==> src/rtl/coreboard1588_bram_arbiter.sv <==
// coreboard1588_bram_arbiter
// Merges two 32-bit AXIS sample streams (S00 = ADS868x, S01 = ADS124x) onto
// one 16-bit BRAM write port. Each source owns half the BRAM. That half is
// split into two ping-pong banks. Each bank is stamped with the RTC time of
// its first sample. Bank completion raises a per-source pending flag, which
// drives a level IRQ, and is reported on the ts_* outputs.
module coreboard1588_bram_arbiter #(
    parameter int C_BRAM_ADDR_WIDTH = 12
) (
    input  logic                         aclk,
    input  logic                         aresetn,
    input  logic                         ctrl_enable,
    input  logic [31:0]                  s00_axis_tdata,
    input  logic                         s00_axis_tvalid,
    output logic                         s00_axis_tready,
    input  logic [31:0]                  s01_axis_tdata,
    input  logic                         s01_axis_tvalid,
    output logic                         s01_axis_tready,
    input  logic [31:0]                  rtc_second,
    input  logic [31:0]                  rtc_nanosecond,
    output logic                         bram_clk,
    output logic                         bram_rst,
    output logic [C_BRAM_ADDR_WIDTH-1:0] bram_addr,
    output logic                         bram_en,
    output logic [1:0]                   bram_we,
    output logic [15:0]                  bram_din,
    input  logic [1:0]                   irq_ack,
    output logic                         irq,
    output logic [1:0]                   stat_overrun,
    output logic                         ts_valid,
    output logic                         ts_src,
    output logic                         ts_bank,
    output logic [31:0]                  ts_second,
    output logic [31:0]                  ts_nanosecond
);

    // Per-source pointer covers the bank bit plus the halfword offset.
    localparam int PW = C_BRAM_ADDR_WIDTH - 1;
    localparam int OW = C_BRAM_ADDR_WIDTH - 2;
    localparam logic [PW-1:0] PTR_ONE  = {{(PW-1){1'b0}}, 1'b1};
    localparam logic [PW-1:0] PTR_STEP = {{(PW-2){1'b0}}, 2'b10};

    typedef enum logic [1:0] {
        ST_IDLE  = 2'd0,
        ST_WR_LO = 2'd1,
        ST_WR_HI = 2'd2
    } state_t;

    state_t                         state_q;
    logic [31:0]                    data_q;
    logic                           src_q;
    logic                           last_grant_q;
    logic [PW-1:0]                  ptr_q [2];
    logic [31:0]                    stage_sec_q [2];
    logic [31:0]                    stage_ns_q [2];
    logic [1:0]                     pending_q;
    logic [1:0]                     overrun_q;
    logic                           irq_q;
    logic                           ts_valid_q;
    logic                           ts_src_q;
    logic                           ts_bank_q;
    logic [31:0]                    ts_second_q;
    logic [31:0]                    ts_nanosecond_q;
    logic [C_BRAM_ADDR_WIDTH-1:0]   bram_addr_q;
    logic                           bram_en_q;
    logic [1:0]                     bram_we_q;
    logic [15:0]                    bram_din_q;

    logic                           grant_vld_s;
    logic                           grant_src_s;
    logic                           hs_s;
    logic [31:0]                    hs_data_s;
    logic [PW-1:0]                  hs_ptr_s;
    logic                           ts_capture_s;
    logic [PW-1:0]                  cur_ptr_s;
    logic [PW-1:0]                  ptr_inc_s;
    logic                           wrap_s;
    logic [1:0]                     compl_mask_s;
    logic [1:0]                     pending_d;
    logic [1:0]                     overrun_d;

    // Round-robin source selection: on contention the source not served last wins.
    always_comb begin
        grant_vld_s = 1'b0;
        grant_src_s = 1'b0;
        if (s00_axis_tvalid && s01_axis_tvalid) begin
            grant_vld_s = 1'b1;
            grant_src_s = ~last_grant_q;
        end else if (s00_axis_tvalid) begin
            grant_vld_s = 1'b1;
            grant_src_s = 1'b0;
        end else if (s01_axis_tvalid) begin
            grant_vld_s = 1'b1;
            grant_src_s = 1'b1;
        end else begin
            grant_vld_s = 1'b0;
            grant_src_s = 1'b0;
        end
    end

    assign hs_s            = (state_q == ST_IDLE) & ctrl_enable & grant_vld_s;
    assign s00_axis_tready = hs_s & ~grant_src_s;
    assign s01_axis_tready = hs_s & grant_src_s;
    assign hs_data_s       = grant_src_s ? s01_axis_tdata : s00_axis_tdata;
    assign hs_ptr_s        = ptr_q[grant_src_s];
    assign ts_capture_s    = hs_s && (hs_ptr_s[OW-1:0] == {OW{1'b0}});
    assign cur_ptr_s       = ptr_q[src_q];
    assign ptr_inc_s       = cur_ptr_s + PTR_STEP;

    // Bank completion and pending/overrun next state; a same-cycle ack and completion keeps pending without overrun.
    always_comb begin
        wrap_s       = 1'b0;
        compl_mask_s = 2'b00;
        if ((state_q == ST_WR_HI) && (ptr_inc_s[OW-1:0] == {OW{1'b0}})) begin
            wrap_s       = 1'b1;
            compl_mask_s = src_q ? 2'b10 : 2'b01;
        end else begin
            wrap_s       = 1'b0;
            compl_mask_s = 2'b00;
        end
        pending_d = (pending_q & ~irq_ack) | compl_mask_s;
        overrun_d = overrun_q | (compl_mask_s & pending_q & ~irq_ack);
    end

    // Write FSM: latches the granted sample, then drives the low and high halfword writes from registers.
    always_ff @(posedge aclk or negedge aresetn) begin
        if (!aresetn) begin
            state_q      <= ST_IDLE;
            data_q       <= 32'h0000_0000;
            src_q        <= 1'b0;
            last_grant_q <= 1'b1;
            bram_en_q    <= 1'b0;
            bram_we_q    <= 2'b00;
            bram_addr_q  <= {C_BRAM_ADDR_WIDTH{1'b0}};
            bram_din_q   <= 16'h0000;
        end else begin
            case (state_q)
                ST_IDLE: begin
                    if (hs_s) begin
                        data_q       <= hs_data_s;
                        src_q        <= grant_src_s;
                        last_grant_q <= grant_src_s;
                        bram_en_q    <= 1'b1;
                        bram_we_q    <= 2'b11;
                        bram_addr_q  <= {grant_src_s, hs_ptr_s};
                        bram_din_q   <= hs_data_s[15:0];
                        state_q      <= ST_WR_LO;
                    end else begin
                        bram_en_q    <= 1'b0;
                        bram_we_q    <= 2'b00;
                        state_q      <= ST_IDLE;
                    end
                end
                ST_WR_LO: begin
                    bram_en_q   <= 1'b1;
                    bram_we_q   <= 2'b11;
                    bram_addr_q <= {src_q, cur_ptr_s + PTR_ONE};
                    bram_din_q  <= data_q[31:16];
                    state_q     <= ST_WR_HI;
                end
                ST_WR_HI: begin
                    bram_en_q <= 1'b0;
                    bram_we_q <= 2'b00;
                    state_q   <= ST_IDLE;
                end
                default: begin
                    bram_en_q <= 1'b0;
                    bram_we_q <= 2'b00;
                    state_q   <= ST_IDLE;
                end
            endcase
        end
    end

    // Pointers, first-sample timestamps, completion report and IRQ bookkeeping.
    always_ff @(posedge aclk or negedge aresetn) begin
        if (!aresetn) begin
            ptr_q[0]        <= {PW{1'b0}};
            ptr_q[1]        <= {PW{1'b0}};
            stage_sec_q[0]  <= 32'h0000_0000;
            stage_sec_q[1]  <= 32'h0000_0000;
            stage_ns_q[0]   <= 32'h0000_0000;
            stage_ns_q[1]   <= 32'h0000_0000;
            pending_q       <= 2'b00;
            overrun_q       <= 2'b00;
            irq_q           <= 1'b0;
            ts_valid_q      <= 1'b0;
            ts_src_q        <= 1'b0;
            ts_bank_q       <= 1'b0;
            ts_second_q     <= 32'h0000_0000;
            ts_nanosecond_q <= 32'h0000_0000;
        end else begin
            if (state_q == ST_WR_HI) begin
                ptr_q[src_q] <= ptr_inc_s;
            end else if ((state_q == ST_IDLE) && !ctrl_enable) begin
                ptr_q[0] <= {PW{1'b0}};
                ptr_q[1] <= {PW{1'b0}};
            end else begin
                ptr_q[0] <= ptr_q[0];
                ptr_q[1] <= ptr_q[1];
            end

            if (ts_capture_s) begin
                stage_sec_q[grant_src_s] <= rtc_second;
                stage_ns_q[grant_src_s]  <= rtc_nanosecond;
            end else begin
                stage_sec_q[0] <= stage_sec_q[0];
                stage_ns_q[0]  <= stage_ns_q[0];
            end

            pending_q  <= pending_d;
            overrun_q  <= overrun_d;
            irq_q      <= |pending_d;
            ts_valid_q <= wrap_s;

            if (wrap_s) begin
                ts_src_q        <= src_q;
                ts_bank_q       <= cur_ptr_s[PW-1];
                ts_second_q     <= stage_sec_q[src_q];
                ts_nanosecond_q <= stage_ns_q[src_q];
            end else begin
                ts_src_q        <= ts_src_q;
            end
        end
    end

    assign bram_clk      = aclk;
    assign bram_rst      = ~aresetn;
    assign bram_addr     = bram_addr_q;
    assign bram_en       = bram_en_q;
    assign bram_we       = bram_we_q;
    assign bram_din      = bram_din_q;
    assign irq           = irq_q;
    assign stat_overrun  = overrun_q;
    assign ts_valid      = ts_valid_q;
    assign ts_src        = ts_src_q;
    assign ts_bank       = ts_bank_q;
    assign ts_second     = ts_second_q;
    assign ts_nanosecond = ts_nanosecond_q;

endmodule

==> config.mk <==
export PLATFORM = sky130hd
export DESIGN_NAME = coreboard1588_bram_arbiter
export DESIGN_NICKNAME = d
export VERILOG_FILES = /design/src/rtl/coreboard1588_bram_arbiter.sv
export SDC_FILE = /design/constraint.sdc
export NUM_CORES = 1
export LEC_CHECK = 0
export BUFFER_PORTS_ARGS = -buffer_cell sky130_fd_sc_hd__buf_4
export CORE_MARGIN = 2
export CORE_UTILIZATION = 45
export CTS_CLUSTER_DIAMETER = 80
export CTS_CLUSTER_SIZE = 30
export DETAILED_ROUTE_END_ITERATION = 10
export PLACE_DENSITY_LB_ADDON = 0.25
export SETUP_SLACK_MARGIN = 0.15
export SYNTH_ARGS = -nofsm -noshare
export SYNTH_HDL_FRONTEND = slang
export SYNTH_SLANG_ARGS = --single-unit
==> constraint.sdc <==
create_clock -name aclk -period 5.85 [get_ports aclk]
set_input_delay 0.2925 -clock aclk [delete_from_list [all_inputs] [get_ports aclk]]
set_output_delay 0.2925 -clock aclk [all_outputs]
set_load 0.02 [all_outputs]
==> results_dict.tcl <==
set metrics [dict create \
    grt_pass1_wl_um 48010 \
    drv_cap 0 \
    r2r_cells 8 \
    grt_pass1_vias 9144 \
    endpoint_kind "flop" \
    portBuffers 239 \
    placed_cells 1428 \
    vias 8498 \
    hp-start "s01_axis_tdata[29]" \
    hold_class "in2reg" \
    cp.arrival_ns 4.52 \
    dr.pass1.iters 7 \
    power_per_cell_area_mw_per_mm2 415.8 \
    worstReg2RegStart "state_q[1]" \
    grt_max_degree 95 \
    place.gp.congestion 0.8548 \
    synth_cell_types 47 \
    tightest_slew_ns 1.047 \
    cts_setup_buffers 0 \
    rsz0062_at_grt "no" \
    dieArea_mm2 0.02804 \
    wl_per_cell_um 18.51 \
    setup_violations 0 \
    ir_drop_uv 359.4 \
    clk_latency_ns 0.62 \
    cp_max_fo 23 \
    setup_tns_ns 0 \
    grt_overflow 0 \
    synth.yosys.seq_area_share_pct 56.41 \
    grtUsageTotal_pct 20.92 \
    nets 1380 \
    dp_hpwl_um 18080 \
    min_period_over_period_pct 67.81 \
    crit_start "state_q[1]" \
    synthesis.nets 1041 \
    ant_nets 0 \
    yosys_warnings 0 \
    synth_seq_cells 271 \
    io-pin-count 240 \
    wirelength_um 29360 \
    critical_path.most_common_cell "nand2_1" \
    status "complete, but fails checks" \
    start_util_pct 46.01 \
    slew_headroom_pct 30.21 \
    critPathLaunchType "flop" \
    rows 59 \
    critical_path_required_ns 6.40 \
    core-area_mm2 0.02613 \
    violations "design-rule violations" \
    drt_iter0_markers 462 \
    slowest_stage "dfrtp_1" \
    avgSynthCellArea_um2 13.32 \
    hold_violations 0 \
    fin_skew_ns 0.02668 \
    cp_slowest_stage_delay_ns 0.74 \
    syn_inst 903 \
    layout-drive-gt1-share_pct 38.96 \
    area_growth_pct 32.50 \
    max_freq_mhz 252.1 \
    min_period_ns 3.967 \
    crit_type "reg2reg" \
    clk_pin_slew_ns 0.11 \
    die_x_um 167.5 \
    p_leak_nw 7.363 \
    holdPathStages 3 \
    final_cells 1586 \
    antenna_found_initial 1 \
    tritoncts "built" \
    crit_chain "clkinv_1 > nand2_1 > inv_1 > nor2_1 > buf_4 > a22oi_1 > nand2_1 > dlygate4sd3_1" \
    vias_per_cell 5.358 \
    syn_area_mm2 0.01202 \
    drc_errors 6 \
    die_h_um 167.5 \
    drv_slew 0 \
]
==> logic make-up (layout without fill, tap and decap cells) <==
kind of cell | after synthesis | after routing | share of synthesized area, %
xor+xnor | 14 | 14 | 1.020
buf+inv | 71 | 418 | 2.987
mux | 298 | 298 | 27.54
compound gates | 112 | 112 | 6.243
fa+ha+maj | 3 | 3 | 0.3122
other cells | 0 | 1 | 0
simple gates | 134 | 134 | 5.484
flops | 271 | 271 | 56.41
==> cell usage in the layout (no fill, tap or decap), types with 23 or more instances in the layout <==
cell	n
mux2_2	199
mux2i_1	35
a22oi_1	29
nand2_1	60
nand3_1	23
dlygate4sd3_1	129
dfrtp_1	269
mux2_1	64
buf_4	250
o21ai_0	42
==> cell usage after synthesis (all sizes together) <==
master / number / area (um^2)
dfrtp: 270 / 6756
mux2: 263 / 2962
nand2: 60 / 225.2
o21ai: 42 / 210.2
mux2i: 35 / 350.3
buf: 31 / 209.0
a22oi: 30 / 230.2
clkbuf: 30 / 112.6
nand3: 23 / 115.1
nor3: 12 / 71.32
a22o: 10 / 87.58
nor2: 10 / 37.54
inv: 9 / 33.78
xor2: 9 / 78.83
a21oi: 7 / 35.03
a21o: 6 / 45.04
nand2b: 6 / 37.54
nand4: 6 / 43.79
o221ai: 6 / 52.55
xnor2: 5 / 43.79
ha: 3 / 37.54
nand3b: 3 / 22.52
nand4b: 3 / 26.28
nor2b: 3 / 18.77
o31ai: 3 / 22.52
nor4b: 2 / 17.52
o211ai: 2 / 15.01
or4: 2 / 15.01
a211o: 1 / 8.760
a211oi: 1 / 7.510
a21boi: 1 / 7.510
a221o: 1 / 10.01
a31o: 1 / 8.760
a41o: 1 / 10.01
and2: 1 / 6.260
and4b: 1 / 10.01
clkinv: 1 / 3.750
dfstp: 1 / 26.28
nor4: 1 / 6.260
or3: 1 / 6.260
==> path summary, 6_finish.rpt <==
kind                       slack [ns]              end
max                              1.88      bram_din[7]
min                              0.01       data_q[29]
max reg2reg                      1.88      bram_din[7]
min reg2reg                      0.48     bram_din[12]
max in group asynchronous        4.13  stage_sec_q[39]
min in group asynchronous        0.27   stage_ns_q[25]
==> power by group <==
part	switching, W	internal, W	total, W
sequential	0.000425	0.00261	0.00303
clock	0.000709	0.000661	0.00137
combinational	0.000963	0.00126	0.00222
total	0.00210	0.00453	0.00662
==> metrics by stage <==
step | setup WS (ns) | total power (W) | area (um^2) | utilization [%] | hold slack (ns)
after detailed placement | 1.946 | 0.005226 | 14040 | 53.72 | 0.3712
after floorplan | 2.275 | 0.004386 | 12020 | - | -0.003091
after global routing | 1.553 | 0.007016 | 15930 | 60.96 | 0.03935
after CTS | 1.886 | 0.006687 | 15930 | 60.95 | 0.0002620
after global placement | 2.006 | 0.005152 | 14040 | 53.72 | 0.3725
final | 1.883 | 0.006624 | 15930 | 60.96 | 0.01484
==> what timing repair did <==
action	CTS	global route
gates resized for setup	0	0
endpoints found under the hold margin	253	0
hold buffers	129	0
==> flip-flops by register name, indices dropped and copies added (netlist names), 2 cells and up <==
signal / count
bram_addr: 12
bram_din: 16
data_q: 16
pending_q: 2
ptr_q: 22
stage_ns_q: 64
stage_sec_q: 64
stat_overrun: 2
state_q: 2
ts_nanosecond: 32
ts_second: 32
==> critical path, delay by kind of cell (launching register included) <==
family,cells,cell delay (ns)
simple gates,3,1.15
flops,1,0.74
buf+inv,4,1.87
compound gates,1,0.12
==> routing by layer <==
layer  wire length [um]  part of all wire [%]  vias to the layer above  GRT usage, %
li1                   -                     -                     3929             -
met1              12470                    42                     4340         26.68
met2              14730                    50                      178         36.08
met3               1371                   4.7                       51         4.042
met4                786                   2.7                        0         6.805
met5                  0                     0                        -             0
==> layout make-up <==
type | count | area (um^2)
fillers | 2097 | 10200
repair buffers | 379 | 3176
inverters | 10 | 37.54
diodes | 1 | 2.502
multi-input cells | 561 | 4903
clock buffers | 20 | 471.7
well taps | 335 | 419.2
clock inverters | 9 | 135.1
flip-flops and latches | 271 | 6787
Note: power is estimated with default switching activity, not from simulation.
